$ cat src/rtl/uart_tx_fifo.sv
// UART transmitter fed by a FIFO with a valid/ready push port; frames are sent LSB-first.
// Define UART_TX_PARITY_EN to add a parity bit (even, or odd when PARITY_ODD=1) after the data bits.
module uart_tx_fifo #(
  parameter int DELAY_FRAMES = 234,
  parameter int DATA_BITS    = 8,
  parameter int STOP_BITS    = 1,
  parameter int FIFO_DEPTH   = 16,
  parameter int PARITY_ODD   = 0
) (
  input  logic                          clk,
  input  logic                          rst,
  input  logic [DATA_BITS-1:0]          tx_data,
  input  logic                          tx_valid,
  output logic                          tx_ready,
  output logic                          uart_tx,
  output logic                          busy,
  output logic [$clog2(FIFO_DEPTH):0]   fifo_count
);

  localparam int AW = $clog2(FIFO_DEPTH);
  localparam int CW = $clog2(DELAY_FRAMES);
  localparam int IW = $clog2(DATA_BITS);
  localparam logic [CW-1:0] CNT_MAX   = CW'(DELAY_FRAMES - 1);
  localparam logic [IW-1:0] IDX_MAX   = IW'(DATA_BITS - 1);
  localparam logic [AW:0]   DEPTH_C   = (AW+1)'(FIFO_DEPTH);
  localparam logic          STOP_LAST = 1'(STOP_BITS - 1);

  localparam logic [2:0] ST_IDLE   = 3'd0;
  localparam logic [2:0] ST_START  = 3'd1;
  localparam logic [2:0] ST_DATA   = 3'd2;
`ifdef UART_TX_PARITY_EN
  localparam logic [2:0] ST_PARITY = 3'd3;
`endif
  localparam logic [2:0] ST_STOP   = 3'd4;

`ifdef UART_TX_PARITY_EN
  function automatic logic parity_f(input logic [DATA_BITS-1:0] word);
    return (^word) ^ 1'(PARITY_ODD);
  endfunction
`endif

  logic [DATA_BITS-1:0] mem_r [FIFO_DEPTH];
  logic [AW-1:0]        wptr_r, rptr_r;
  logic [AW:0]          count_r, count_nxt_s;
  logic [2:0]           state_r, state_nxt_s;
  logic [CW-1:0]        cnt_r, cnt_nxt_s;
  logic [IW-1:0]        idx_r, idx_nxt_s;
  logic                 stop_r, stop_nxt_s;
  logic [DATA_BITS-1:0] shift_r;
  logic                 uart_tx_r, busy_r, tx_ready_r;
  logic                 line_s, tick_s, push_s, pop_s;

  assign tx_ready   = tx_ready_r;
  assign uart_tx    = uart_tx_r;
  assign busy       = busy_r;
  assign fifo_count = count_r;

  // Handshake and pop qualification; a pop only happens when the line is free for a new frame.
  always_comb begin
    tick_s = (cnt_r == CNT_MAX);
    push_s = tx_valid && tx_ready_r;
    pop_s  = (count_r != {(AW+1){1'b0}}) &&
             ((state_r == ST_IDLE) ||
              ((state_r == ST_STOP) && tick_s && (stop_r == STOP_LAST)));
  end

  // FIFO occupancy update.
  always_comb begin
    case ({push_s, pop_s})
      2'b10:   count_nxt_s = count_r + (AW+1)'(1);
      2'b01:   count_nxt_s = count_r - (AW+1)'(1);
      default: count_nxt_s = count_r;
    endcase
  end

  // Frame sequencer: next state, bit timing and the line value for this cycle.
  always_comb begin
    state_nxt_s = state_r;
    idx_nxt_s   = idx_r;
    stop_nxt_s  = stop_r;
    cnt_nxt_s   = tick_s ? {CW{1'b0}} : cnt_r + CW'(1);
    line_s      = 1'b1;
    case (state_r)
      ST_IDLE: begin
        cnt_nxt_s = {CW{1'b0}};
        if (pop_s) state_nxt_s = ST_START;
        else       state_nxt_s = ST_IDLE;
      end
      ST_START: begin
        line_s = 1'b0;
        if (tick_s) begin
          state_nxt_s = ST_DATA;
          idx_nxt_s   = {IW{1'b0}};
        end else begin
          state_nxt_s = ST_START;
        end
      end
      ST_DATA: begin
        line_s = shift_r[idx_r];
        if (tick_s && (idx_r == IDX_MAX)) begin
`ifdef UART_TX_PARITY_EN
          state_nxt_s = ST_PARITY;
`else
          state_nxt_s = ST_STOP;
`endif
          stop_nxt_s  = 1'b0;
        end else if (tick_s) begin
          idx_nxt_s = idx_r + IW'(1);
        end else begin
          idx_nxt_s = idx_r;
        end
      end
`ifdef UART_TX_PARITY_EN
      ST_PARITY: begin
        line_s = parity_f(shift_r);
        if (tick_s) begin
          state_nxt_s = ST_STOP;
          stop_nxt_s  = 1'b0;
        end else begin
          state_nxt_s = ST_PARITY;
        end
      end
`endif
      ST_STOP: begin
        line_s = 1'b1;
        // Back-to-back frames: the last stop cycle hands straight over to the next start bit.
        if (tick_s && (stop_r == STOP_LAST)) begin
          if (pop_s) state_nxt_s = ST_START;
          else       state_nxt_s = ST_IDLE;
        end else if (tick_s) begin
          stop_nxt_s = 1'b1;
        end else begin
          stop_nxt_s = stop_r;
        end
      end
      default: begin
        state_nxt_s = ST_IDLE;
        cnt_nxt_s   = {CW{1'b0}};
      end
    endcase
  end

  // FIFO storage; contents need no reset because the pointers are cleared.
  always_ff @(posedge clk) begin
    if (push_s && !rst) mem_r[wptr_r] <= tx_data;
  end

  // Control registers and registered outputs.
  always_ff @(posedge clk) begin
    if (rst) begin
      state_r    <= ST_IDLE;
      cnt_r      <= {CW{1'b0}};
      idx_r      <= {IW{1'b0}};
      stop_r     <= 1'b0;
      shift_r    <= {DATA_BITS{1'b0}};
      wptr_r     <= {AW{1'b0}};
      rptr_r     <= {AW{1'b0}};
      count_r    <= {(AW+1){1'b0}};
      uart_tx_r  <= 1'b1;
      busy_r     <= 1'b0;
      tx_ready_r <= 1'b1;
    end else begin
      state_r    <= state_nxt_s;
      cnt_r      <= cnt_nxt_s;
      idx_r      <= idx_nxt_s;
      stop_r     <= stop_nxt_s;
      count_r    <= count_nxt_s;
      uart_tx_r  <= line_s;
      busy_r     <= (state_nxt_s != ST_IDLE) || (count_nxt_s != {(AW+1){1'b0}});
      tx_ready_r <= (count_nxt_s != DEPTH_C);
      if (push_s) wptr_r <= wptr_r + AW'(1);
      if (pop_s) begin
        rptr_r  <= rptr_r + AW'(1);
        shift_r <= mem_r[rptr_r];
      end
    end
  end

endmodule

$ cat config.mk
export PLATFORM = sky130hd
export DESIGN_NAME = uart_tx_fifo
export DESIGN_NICKNAME = d
export VERILOG_FILES = /design/src/rtl/uart_tx_fifo.sv
export SDC_FILE = /design/constraint.sdc
export NUM_CORES = 1
export LEC_CHECK = 0
export CAP_MARGIN = 20
export CORE_MARGIN = 2
export CORE_UTILIZATION = 61
export DETAILED_ROUTE_END_ITERATION = 7
export PLACE_DENSITY = 0.91
export SYNTH_ARGS = -nofsm -noshare
export SYNTH_HDL_FRONTEND = slang
export SYNTH_SLANG_ARGS = --single-unit
$ cat constraint.sdc
create_clock -name clk -period 4 [get_ports clk]
set_clock_uncertainty 0.1 [all_clocks]
set_input_delay 0.4 -clock clk [delete_from_list [all_inputs] [get_ports clk]]
set_output_delay 0.4 -clock clk [all_outputs]
set_load 0.01 [all_outputs]
==> reports/qor.json, run 1 <==
{
  "die_w": {"value": 112, "unit": "um"},
  "max_clock_freq": {"value": 271, "unit": "MHz"},
  "fin_setup_tns": {"value": 0, "unit": "ns"},
  "post_synth_instance_area": {"value": 7120, "unit": "um2"},
  "routed_via_density": {"value": 6.34},
  "initial_cell_density_of_the_core": {"value": 62.4, "unit": "%"},
  "grt_pass1_vias": {"value": 3935},
  "crit_fanout": {"value": 10},
  "yosysMostFrequentCell": {"value": "edfxtp_1"},
  "tritoncts": {"value": "done"},
  "cp_required": {"value": 4.19, "unit": "ns"},
  "die_area": {"value": 12600, "unit": "um2"},
  "grt_setup_unrepaired": {"value": "no"},
  "synth.top_cells.by_count": {"value": "edfxtp_1, nor2_1, dfxtp_1, nand2_1, mux2i_1"},
  "timing.critical_path.from_type": {"value": "flip-flop"},
  "max-clock-path-buffers": {"value": 2},
  "gr-total-overflow": {"value": 0},
  "first_iter_violations": {"value": 496},
  "final_nets": {"value": 508},
  "overall_global_routing_resource_usage": {"value": 23.3, "unit": "%"},
  "gpl.final_weighted_congestion": {"value": 0.828},
  "worstHoldPathType": {"value": "reg2reg"},
  "global_route_wire_length_before_repair": {"value": 21700, "unit": "um"},
  "clk_pin_slew": {"value": 0.06, "unit": "ns"},
  "yosys.area.top_type_share": {"value": 54.0, "unit": "%"},
  "p_leak": {"value": 2.64, "unit": "nW"},
  "power.density_cell_area": {"value": 610, "unit": "nW/um2"},
  "worst_slew_pin_slew": {"value": 0.928, "unit": "ns"},
  "timing.critical_path.from": {"value": "cnt_r[0]"},
  "final_critical_path_setup_slack": {"value": 0.313, "unit": "ns"},
  "setup-violations-final": {"value": 0},
  "cts.hold.buffers_added": {"value": 0},
  "synthesis.area_per_instance": {"value": 15.4, "unit": "um2"},
  "cpPeakStageDelay": {"value": 0.56, "unit": "ns"},
  "htreeDepth": {"value": 4},
  "grt_start_max_net_pins": {"value": 44},
  "final_layout_size_suffix_gt1_share": {"value": 12.3, "unit": "%"},
  "synth_top_flop_cell": {"value": "edfxtp_1"},
  "synthDominantAreaCellType": {"value": "edfxtp_1"},
  "layout_worst_path_cycle_share": {"value": 92.2, "unit": "%"},
  "floorplan.io_pins": {"value": 19},
  "post_dp_cell_area": {"value": 7350, "unit": "um2"},
  "first_pass_iteration_count_of_the_detailed_router": {"value": 5},
  "sum_of_internal_switching_and_leakage_power": {"value": 0.00484, "unit": "W"},
  "chipHeight": {"value": 112, "unit": "um"},
  "remaining_drc_errors": {"value": 0},
  "cpMostUsedCell": {"value": "ha_1"},
  "cts_made_buffers": {"value": 17},
  "synth_area_leaders": {"value": "edfxtp_1, dfxtp_1, mux4_1, mux2i_1, mux4_2"},
  "worst_r2r_startpoint": {"value": "cnt_r[0]"},
  "slew_viol_final": {"value": 0},
  "cts.repair_timing.setup_buffer_count": {"value": 0},
  "synth.ff_latch_count": {"value": 167},
  "preCtsSetupSlack": {"value": 0.416, "unit": "ns"},
  "drt.antenna.violating_nets": {"value": 0},
  "routed_wire_length_per_instance": {"value": 21.6, "unit": "um"},
  "total_routed_length": {"value": 13800, "unit": "um"},
  "area_delta_synth_final": {"value": 11.4, "unit": "%"},
  "critical_path.endpoint_type": {"value": "flip-flop"},
  "antenna_found_initial": {"value": 0},
  "worst_path_max_delay_cell": {"value": "or4b_1"},
  "timing.final.hold_violations": {"value": 0},
  "port-buffer-count": {"value": 18},
  "synth-seq-area-share": {"value": 64.9, "unit": "%"},
  "critical_path_arrival": {"value": 3.88, "unit": "ns"},
  "cap_violations": {"value": 0},
  "fraction_of_synthesis_flops_using_an_asynchronous_set_or_reset_pin": {"value": 0, "unit": "%"},
  "cts_sinks": {"value": 167},
  "status": {"value": "complete, no violations"},
  "dr_total_vias": {"value": 4051},
  "synth-warning-count": {"value": 0},
  "synth_nets": {"value": 488},
  "core_area": {"value": 11400, "unit": "um2"},
  "maxSlewHeadroom": {"value": 38.1, "unit": "%"},
  "rows": {"value": 39},
  "post-dp-hpwl": {"value": 8610, "unit": "um"},
  "post-route-min-period": {"value": 3.69, "unit": "ns"},
  "path_cells": {"value": "ha_1 > nand4b_4 > o31ai_2 > nand2_1 > inv_2 > ha_1 > ha_1 > or4b_1 > o311a_1 > a211oi_1 > a41oi_1"},
  "worst_case_vdd_ir_drop": {"value": 0.438, "unit": "mV"},
  "unique_masters_post_synth": {"value": 58},
  "skew_pair_late_insertion_delay": {"value": 0.44, "unit": "ns"},
  "ant_diodes": {"value": 0},
  "synth_enable_flop_cells": {"value": 128},
  "post_layout_util": {"value": 69.4, "unit": "%"},
  "critical_path_class": {"value": "reg2reg"},
  "min_from": {"value": "cnt_r[0]"},
  "postSynthCellCount": {"value": 463},
  "cts_repair_resize_count": {"value": 0},
  "cts.root.buffer_cell": {"value": "clkbuf_16"},
  "finalInstanceArea": {"value": 7930, "unit": "um2"}
}
[critical path, delay by kind of cell (launching register included)]
family | cells | cell delay, ns
buffers and inverters | 1 | 0.19
and+or+nand+nor | 3 | 0.87
AOI/OAI and AO/OA | 4 | 1.02
adders and majority gates | 3 | 0.98
DFF | 1 | 0.39
[through the flow]
step,instances,hold slack (ns)
floorplan,463,0.341
global placement,606,0.356
detailed placement,606,0.369
CTS,638,0.380
global route,639,0.389
finish,639,0.380
[power by group]
part	internal, W	switching, W	leakage, nW	total [W]
Clock	0.000866	0.000676	0.258	0.00154
Combinational	0.000570	0.000621	0.905	0.00119
Sequential	0.00198	0.000129	1.47	0.00211
[sequential cells by signal (all words and copies together) (netlist names), 3 cells and up]
name,cells
mem_r,128
cnt_r,8
shift_r,8
fifo_count,5
rptr_r,4
wptr_r,4
idx_r,3
state_r,3
[final timing paths]
| path | endpoint | slack (ns) | cells past startpoint |
|---|---|---|---|
| worst min register to register | cnt_r[0] | 0.38 | 1 |
| worst min-delay path | cnt_r[0] | 0.38 | 1 |
| worst max register to register | busy | 0.31 | 11 |
| worst max-delay path | busy | 0.31 | 11 |
[layout by cell type, fill, tap and decap left out, drive strengths merged, types with 5 or more instances in the layout]
cell / Yosys / routed
clkbuf: 8 / 20
clkdlybuf4s50: 0 / 18
nor2b: 5 / 5
ha: 13 / 13
o21ai: 11 / 11
a311oi: 9 / 9
nand3: 11 / 11
xor2: 7 / 7
edfxtp: 128 / 128
inv: 10 / 15
dfxtp: 39 / 39
nor2: 41 / 41
mux2i: 23 / 23
or2: 5 / 5
mux2: 6 / 6
nor3b: 6 / 6
mux4: 26 / 26
a21oi: 19 / 19
nand2: 24 / 24
buf: 15 / 6
[per-layer routing]
metal  track usage [%]  vias up  share of wire, %
li1                  -     1847                 -
met2              37.6      186                49
met5                 0        -                 0
met4              8.62        0               2.1
met1              32.0     1989                42
met3              5.02       29               6.8
[layout make-up]
| cell class | count | area, um2 |
|---|---|---|
| clock inverters | 12 | 119 |
| well taps | 143 | 179 |
| fillers | 709 | 3490 |
| flip-flops and latches | 167 | 4630 |
| repair buffers | 24 | 238 |
| inverters | 10 | 37.5 |
| multi-input cells | 263 | 2290 |
| clock buffers | 20 | 437 |
[logic make-up (layout without fill, tap and decap cells)]
kind of cell / count (synthesis) / count (layout) / share of synthesized area, %
xor gates and xnor gates: 11 / 11 / 1.35
buffers and inverters: 33 / 66 / 2.83
AOI/OAI and AO/OA: 68 / 68 / 6.85
muxes: 55 / 55 / 13.3
and+or+nand+nor: 115 / 115 / 8.15
DFF: 167 / 167 / 64.9
adders and majority gates: 14 / 14 / 2.57
Power figures use the tool's default switching activity.
==> run 2: changes to the inputs <==
--- a/config.mk
+++ b/config.mk
@@ -7,9 +7,10 @@
 export LEC_CHECK = 0
 export CAP_MARGIN = 20
 export CORE_MARGIN = 2
-export CORE_UTILIZATION = 61
+export CORE_UTILIZATION = 64
+export CTS_BUF_LIST = sky130_fd_sc_hd__clkbuf_8
 export DETAILED_ROUTE_END_ITERATION = 7
-export PLACE_DENSITY = 0.91
+export PLACE_DENSITY = 0.94
 export SYNTH_ARGS = -nofsm -noshare
 export SYNTH_HDL_FRONTEND = slang
 export SYNTH_SLANG_ARGS = --single-unit
==> run 2 against run 1 <==
  * Clock power down 29%
  * Hold slack better by 0.031 ns
  * Combinational power about the same
  * Maximum frequency up 0.14%
  * Largest cell class unchanged
==> reports/qor.json, run 2 (synthesis results as in run 1) <==
{
  "cpPeakStageDelay": {"value": 0.56, "unit": "ns", "change": "about the same"},
  "path_cells": {"value": "ha_1 > nand4b_4 > o31ai_2 > nand2_1 > inv_2 > ha_1 > ha_1 > or4b_1 > o311a_1 > a211oi_1 > a41oi_1"},
  "top_regs": {"value": "mem_r: 128 flops, cnt_r: 8 flops, shift_r: 8 flops"},
  "critical_path_arrival": {"value": 3.92, "unit": "ns", "change": "+0.04 ns"},
  "routed_via_density": {"value": 6.45, "change": "+1.7%"},
  "core_area": {"value": 10800, "unit": "um2", "change": "-5.1%"},
  "worstHoldPathType": {"value": "reg2reg"},
  "critical_path_class": {"value": "reg2reg"},
  "min_from": {"value": "cnt_r[0]"},
  "critical_path.endpoint_type": {"value": "flip-flop"},
  "grt_start_max_net_pins": {"value": 44, "change": "unchanged"},
  "post-route-min-period": {"value": 3.68, "unit": "ns", "change": "-0.00514 ns"},
  "gpl.final_weighted_congestion": {"value": 0.893, "change": "+7.9%"},
  "cap_violations": {"value": 0, "change": "unchanged"},
  "grt_pass1_vias": {"value": 4061, "change": "+3.2%"},
  "timing.final.hold_violations": {"value": 0, "change": "unchanged"},
  "cts_repair_resize_count": {"value": 0, "change": "unchanged"},
  "status": {"value": "complete, no violations"},
  "grt_setup_unrepaired": {"value": "no"},
  "port-buffer-count": {"value": 18, "change": "unchanged"},
  "chipHeight": {"value": 109, "unit": "um", "change": "-2.3%"},
  "regToRegSetupSlack": {"value": 0.32, "unit": "ns", "change": "about the same"},
  "post-dp-hpwl": {"value": 8720, "unit": "um", "change": "+1.3%"},
  "power.density_cell_area": {"value": 568, "unit": "nW/um2", "change": "-7.0%"},
  "crit_fanout": {"value": 10, "change": "unchanged"},
  "preCtsSetupSlack": {"value": 0.369, "unit": "ns", "change": "-0.0469 ns"},
  "first_pass_iteration_count_of_the_detailed_router": {"value": 5, "change": "unchanged"},
  "cts_made_buffers": {"value": 17, "change": "unchanged"},
  "cts.hold.buffers_added": {"value": 0, "change": "unchanged"},
  "tritoncts": {"value": "done"},
  "rows": {"value": 38, "change": "-2.6%"},
  "max_ffs_per_register": {"value": 128, "change": "unchanged"},
  "cts_sinks": {"value": 167, "change": "unchanged"},
  "clk_pin_slew": {"value": 0.09, "unit": "ns", "change": "+0.03 ns"},
  "dpl.cell_count": {"value": 603, "change": "-0.50%"},
  "timing.critical_path.from_type": {"value": "flip-flop"},
  "cpMostUsedCell": {"value": "ha_1"},
  "gr-total-overflow": {"value": 0, "change": "unchanged"},
  "floorplan.io_pins": {"value": 19, "change": "unchanged"},
  "max_clock_freq": {"value": 272, "unit": "MHz", "change": "+0.14%"},
  "overall_global_routing_resource_usage": {"value": 24.8, "unit": "%", "change": "+1.4 points"},
  "fillers": {"value": 645, "change": "-9.0%"},
  "hold_end": {"value": "cnt_r[0]"},
  "mostFrequentLayoutCell": {"value": "edfxtp_1"},
  "worst_case_vdd_ir_drop": {"value": 0.389, "unit": "mV", "change": "-11%"},
  "die_w": {"value": 109, "unit": "um", "change": "-2.3%"},
  "routed_wire_length_per_instance": {"value": 21.6, "unit": "um", "change": "about the same"},
  "layoutNonFillerInstCount": {"value": 636, "change": "-0.47%"},
  "setup-violations-final": {"value": 0, "change": "unchanged"},
  "initial_cell_density_of_the_core": {"value": 65.7, "unit": "%", "change": "+3.3 points"},
  "first_iter_violations": {"value": 470, "change": "-5.2%"},
  "slew_viol_final": {"value": 0, "change": "unchanged"},
  "skew_pair_late_insertion_delay": {"value": 0.47, "unit": "ns", "change": "+0.03 ns"},
  "worst_slew_pin_slew": {"value": 1.03, "unit": "ns", "change": "+0.100 ns"},
  "cts.root.buffer_cell": {"value": "clkbuf_8"},
  "top_register": {"value": "mem_r"},
  "drt.antenna.violating_nets": {"value": 0, "change": "unchanged"},
  "max-clock-path-buffers": {"value": 2, "change": "unchanged"},
  "total_routed_length": {"value": 13800, "unit": "um", "change": "-0.46%"},
  "reg2reg_to": {"value": "busy"},
  "fin_setup_tns": {"value": 0, "unit": "ns", "change": "unchanged"},
  "cp_required": {"value": 4.24, "unit": "ns", "change": "+0.05 ns"},
  "min_path_cells": {"value": 1, "change": "unchanged"},
  "layout_worst_path_cycle_share": {"value": 92.1, "unit": "%", "change": "-0.13 points"},
  "remaining_drc_errors": {"value": 0, "change": "unchanged"},
  "area_delta_synth_final": {"value": 8.50, "unit": "%"},
  "global_route_wire_length_before_repair": {"value": 21200, "unit": "um", "change": "-2.4%"},
  "htreeDepth": {"value": 4, "change": "unchanged"},
  "worst_r2r_startpoint": {"value": "cnt_r[0]"},
  "final_critical_path_setup_slack": {"value": 0.318, "unit": "ns", "change": "+0.00514 ns"},
  "die_area": {"value": 12000, "unit": "um2", "change": "-4.5%"},
  "ant_diodes": {"value": 0, "change": "unchanged"},
  "final_nets": {"value": 508, "change": "unchanged"},
  "final_layout_size_suffix_gt1_share": {"value": 12.7, "unit": "%", "change": "+0.40 points"},
  "cts.repair_timing.setup_buffer_count": {"value": 0, "change": "unchanged"},
  "antenna_found_initial": {"value": 0, "change": "unchanged"},
  "timing.critical_path.from": {"value": "cnt_r[0]"},
  "worst_path_max_delay_cell": {"value": "or4b_1"},
  "dr_total_vias": {"value": 4101, "change": "+1.2%"},
  "p_leak": {"value": 2.55, "unit": "nW", "change": "-3.3%"},
  "reg2reg_path_depth": {"value": 11, "change": "unchanged"},
  "final_cell_mix": {"value": "edfxtp_1, nor2_1, dfxtp_1"},
  "maxSlewHeadroom": {"value": 31.4, "unit": "%", "change": "-6.7 points"}
}
[run 2: cell types whose count changed in the layout (fill, tap and decap cells not counted), moves of 2 or more]
cell and change:
inv_6 -2, clkbuf_1 -3, inv_8 +3, clkbuf_8 +17
clkbuf_16 -17
[run 2: critical path, delay by kind of cell (launching register included)]
kind / cells / cell delay (ns)
AOI/OAI and AO/OA: 4 / 0.98
buffers and inverters: 1 / 0.18
adders and majority gates: 3 / 1.00
DFF: 1 / 0.41
and+or+nand+nor: 3 / 0.87
[run 2: final cells by class]
class	instances	area, um2	area share (%)
clock buffer	17	234	3.03
multi-input combinational	263	2290	29.7
timing repair buffer	24	238	3.08
tap	140	175	2.27
sequential	167	4630	59.9
inverter	10	37.5	0.486
clock inverter	15	121	1.57
[run 2: worst max path at each step]
stage	slack, ns	cells past startpoint	endpoint
2_1_floorplan	0.70	11	busy
3_3_place_gp	0.58	11	busy
3_5_place_dp	0.37	11	busy
4_1_cts	0.35	11	busy
5_1_grt	0.05	11	busy
6_report	0.32	11	busy
[run 2: report_power, final]
part | switching, W | leakage, nW | total [W] | internal (W)
Clock | 0.000649 | 0.171 | 0.00109 | 0.000442
Sequential | 0.000131 | 1.47 | 0.00211 | 0.00198
Combinational | 0.000619 | 0.905 | 0.00119 | 0.000569
[run 2: routing by layer]
layer  routed length, um  global-route usage (%)
met4                 368                    10.5
met5                   0                       0
met3                 850                    6.82
met1                5780                    32.8
met2                6770                    39.1
[run 2: per-stage QoR]
| step | hold slack [ns] | util, % | cell area (um2) | total power (W) |
|---|---|---|---|---|
| after CTS | 0.421 | 71.1 | 7710 | 0.00438 |
| after global placement | 0.357 | 67.8 | 7350 | 0.00324 |
| final | 0.411 | 71.3 | 7730 | 0.00439 |
| after global routing | 0.442 | 71.3 | 7730 | 0.00459 |
| after detailed placement | 0.398 | 67.8 | 7350 | 0.00331 |
| after floorplan | 0.341 | - | 7120 | 0.00304 |
==> run 3: changes to the inputs <==
--- a/config.mk
+++ b/config.mk
@@ -10,7 +10,7 @@
 export CORE_UTILIZATION = 64
 export CTS_BUF_LIST = sky130_fd_sc_hd__clkbuf_8
 export DETAILED_ROUTE_END_ITERATION = 7
-export PLACE_DENSITY = 0.94
+export PLACE_DENSITY = 0.85
 export SYNTH_ARGS = -nofsm -noshare
 export SYNTH_HDL_FRONTEND = slang
 export SYNTH_SLANG_ARGS = --single-unit
==> run 3 against run 2 <==
  * Clock power is 5% lower
  * Routed wire length is 2.7% lower
  * Sequential share of layout area is 0.28 points higher
  * Critical path depth stayed put
  * Via count is 2.2% lower
  * Utilization is 0.33 points lower
==> reports/qor.json, run 3 (synthesis results as in run 1) <==
{
  "grt_setup_unrepaired": {"value": "no"},
  "min_path_cells": {"value": 1, "change": "unchanged"},
  "post_dp_cell_area": {"value": 7350, "unit": "um2", "change": "unchanged"},
  "chipHeight": {"value": 109, "unit": "um", "change": "unchanged"},
  "p_leak": {"value": 2.54, "unit": "nW", "change": "-0.41%"},
  "fillers": {"value": 689, "change": "+6.8%"},
  "reg2reg_path_depth": {"value": 11, "change": "unchanged"},
  "antenna_found_initial": {"value": 0, "change": "unchanged"},
  "crit_fanout": {"value": 10, "change": "unchanged"},
  "cp_required": {"value": 4.21, "unit": "ns", "change": "-0.03 ns"},
  "power.density_cell_area": {"value": 561, "unit": "nW/um2", "change": "-1.2%"},
  "p_comb_share": {"value": 27.7, "unit": "%", "change": "+0.6 points"},
  "finalInstanceArea": {"value": 7690, "unit": "um2", "change": "-0.47%"},
  "worst_case_vdd_ir_drop": {"value": 0.362, "unit": "mV", "change": "-6.9%"},
  "post-dp-hpwl": {"value": 8710, "unit": "um", "change": "about the same"},
  "cts.root.buffer_cell": {"value": "clkbuf_8"},
  "routed_via_density": {"value": 6.32, "change": "-2.0%"},
  "overall_global_routing_resource_usage": {"value": 24.5, "unit": "%", "change": "-0.22 points"},
  "skew_pair_late_insertion_delay": {"value": 0.45, "unit": "ns", "change": "-0.02 ns"},
  "layoutNonFillerInstCount": {"value": 635, "change": "-0.16%"},
  "status": {"value": "complete, no violations"},
  "worst_slew_pin_slew": {"value": 0.845, "unit": "ns", "change": "-0.183 ns"},
  "seq_power_share": {"value": 48.3, "unit": "%", "change": "+0.3 points"},
  "fin_setup_tns": {"value": 0, "unit": "ns", "change": "unchanged"},
  "gr-total-overflow": {"value": 0, "change": "unchanged"},
  "final_layout_size_suffix_gt1_share": {"value": 12.1, "unit": "%", "change": "-0.58 points"},
  "routed_wire_length_per_instance": {"value": 21.1, "unit": "um", "change": "-2.6%"},
  "total_routed_length": {"value": 13400, "unit": "um", "change": "-2.7%"},
  "htreeDepth": {"value": 4, "change": "unchanged"},
  "area_delta_synth_final": {"value": 8.00, "unit": "%"},
  "global_route_wire_length_before_repair": {"value": 21000, "unit": "um", "change": "-0.94%"},
  "core_area": {"value": 10800, "unit": "um2", "change": "unchanged"},
  "rows": {"value": 38, "change": "unchanged"},
  "cts_made_buffers": {"value": 17, "change": "unchanged"},
  "cts_repair_resize_count": {"value": 0, "change": "unchanged"},
  "grt_start_max_net_pins": {"value": 36, "change": "-18%"},
  "first_iter_violations": {"value": 428, "change": "-8.9%"},
  "final_nets": {"value": 507, "change": "-0.20%"},
  "final_cell_mix": {"value": "edfxtp_1, nor2_1, dfxtp_1"},
  "min_from": {"value": "cnt_r[0]"},
  "critical_path.endpoint_type": {"value": "flip-flop"},
  "switching_power": {"value": 0.00134, "unit": "W", "change": "-4.0%"},
  "cts.hold.buffers_added": {"value": 0, "change": "unchanged"},
  "floorplan.io_pins": {"value": 19, "change": "unchanged"},
  "slew_viol_final": {"value": 0, "change": "unchanged"},
  "hold_end": {"value": "cnt_r[0]"},
  "clk_pin_slew": {"value": 0.08, "unit": "ns", "change": "about the same"},
  "max_ffs_per_register": {"value": 128, "change": "unchanged"},
  "dpl.cell_count": {"value": 603, "change": "unchanged"},
  "power.share.switching": {"value": 31.1, "unit": "%", "change": "-0.75 points"},
  "setup-violations-final": {"value": 0, "change": "unchanged"},
  "preCtsSetupSlack": {"value": 0.414, "unit": "ns", "change": "+0.0448 ns"},
  "critical_path_class": {"value": "reg2reg"},
  "timing.final.hold_violations": {"value": 0, "change": "unchanged"},
  "max_clock_freq": {"value": 274, "unit": "MHz", "change": "+0.86%"},
  "first_pass_iteration_count_of_the_detailed_router": {"value": 5, "change": "unchanged"},
  "cts.repair_timing.setup_buffer_count": {"value": 0, "change": "unchanged"},
  "tritoncts": {"value": "done"},
  "critical_path_arrival": {"value": 3.86, "unit": "ns", "change": "-0.06 ns"},
  "top_register": {"value": "mem_r"},
  "maxSlewHeadroom": {"value": 43.5, "unit": "%", "change": "+12 points"},
  "timing.critical_path.from_type": {"value": "flip-flop"},
  "worstHoldPathType": {"value": "reg2reg"},
  "sum_of_internal_switching_and_leakage_power": {"value": 0.00431, "unit": "W", "change": "-1.7%"},
  "dr_total_vias": {"value": 4011, "change": "-2.2%"},
  "post-route-min-period": {"value": 3.65, "unit": "ns", "change": "-0.0315 ns"},
  "die_w": {"value": 109, "unit": "um", "change": "unchanged"},
  "port-buffer-count": {"value": 18, "change": "unchanged"},
  "ant_diodes": {"value": 0, "change": "unchanged"},
  "mostFrequentLayoutCell": {"value": "edfxtp_1"},
  "reg2reg_to": {"value": "busy"},
  "regToRegSetupSlack": {"value": 0.35, "unit": "ns", "change": "+0.03 ns"},
  "remaining_drc_errors": {"value": 0, "change": "unchanged"},
  "layout_worst_path_cycle_share": {"value": 91.3, "unit": "%", "change": "-0.79 points"},
  "cts_sinks": {"value": 167, "change": "unchanged"},
  "max-clock-path-buffers": {"value": 2, "change": "unchanged"},
  "p_int": {"value": 0.00297, "unit": "W", "change": "-0.60%"},
  "worst_r2r_startpoint": {"value": "cnt_r[0]"},
  "clock_power_share": {"value": 24.1, "unit": "%", "change": "-0.8 points"},
  "final_critical_path_setup_slack": {"value": 0.349, "unit": "ns", "change": "+0.0315 ns"},
  "drt.antenna.violating_nets": {"value": 0, "change": "unchanged"},
  "initial_cell_density_of_the_core": {"value": 65.7, "unit": "%", "change": "unchanged"},
  "gpl.final_weighted_congestion": {"value": 0.872, "change": "-2.4%"},
  "cap_violations": {"value": 0, "change": "unchanged"},
  "grt_pass1_vias": {"value": 3946, "change": "-2.8%"},
  "die_area": {"value": 12000, "unit": "um2", "change": "unchanged"},
  "top_regs": {"value": "mem_r: 128 flops, cnt_r: 8 flops, shift_r: 8 flops"}
}
-- run 3: stage by stage --
step | hold slack (ns) | utilization, %
global route | 0.412 | 70.9
CTS | 0.391 | 70.9
finish | 0.395 | 70.9
floorplan | 0.341 | -
detailed placement | 0.374 | 67.8
global placement | 0.357 | 67.8
-- run 3: layout make-up --
| cell class | instances | area [um2] | area share, % |
|---|---|---|---|
| flip-flops and latches | 167 | 4630 | 60.2 |
| multi-input cells | 263 | 2290 | 29.8 |
| clock buffers | 17 | 234 | 3.04 |
| repair buffers | 23 | 218 | 2.83 |
| well taps | 140 | 175 | 2.28 |
| clock inverters | 15 | 105 | 1.37 |
| inverters | 10 | 37.5 | 0.488 |
-- run 3: worst max path at each step --
stage,from,end
finish,cnt_r[0],busy
global route,cnt_r[0],busy
CTS,cnt_r[0],busy
detailed placement,cnt_r[0],busy
global placement,cnt_r[0],busy
floorplan,cnt_r[0],busy
-- run 3: metal layers --
layer,wire [um],global-route usage [%],part of all wire (%),vias up
li1,-,-,-,1842
met1,5710,32.9,43,1995
met2,6600,39.2,49,156
met3,908,6.76,6.8,18
met4,182,8.59,1.4,0
met5,0,0,0,-
-- run 3: critical path, stage by stage, from the launching register on --
cell	delay [ns]
dfxtp_1	0.41
ha_1	0.23
nand4b_4	0.16
o31ai_2	0.28
nand2_1	0.15
inv_2	0.18
ha_1	0.38
ha_1	0.38
or4b_1	0.55
o311a_1	0.14
a211oi_1	0.39
a41oi_1	0.17
-- run 3: power by group through the flow --
stage | Clock (W) | Sequential (W) | Combinational, W
2_1_floorplan | 0 | 0.00208 | 0.000954
5_1_grt | 0.00112 | 0.00210 | 0.00131
4_1_cts | 0.00106 | 0.00208 | 0.00119
3_3_place_gp | 0 | 0.00211 | 0.00114
6_report | 0.00104 | 0.00208 | 0.00119
3_5_place_dp | 0 | 0.00212 | 0.00118
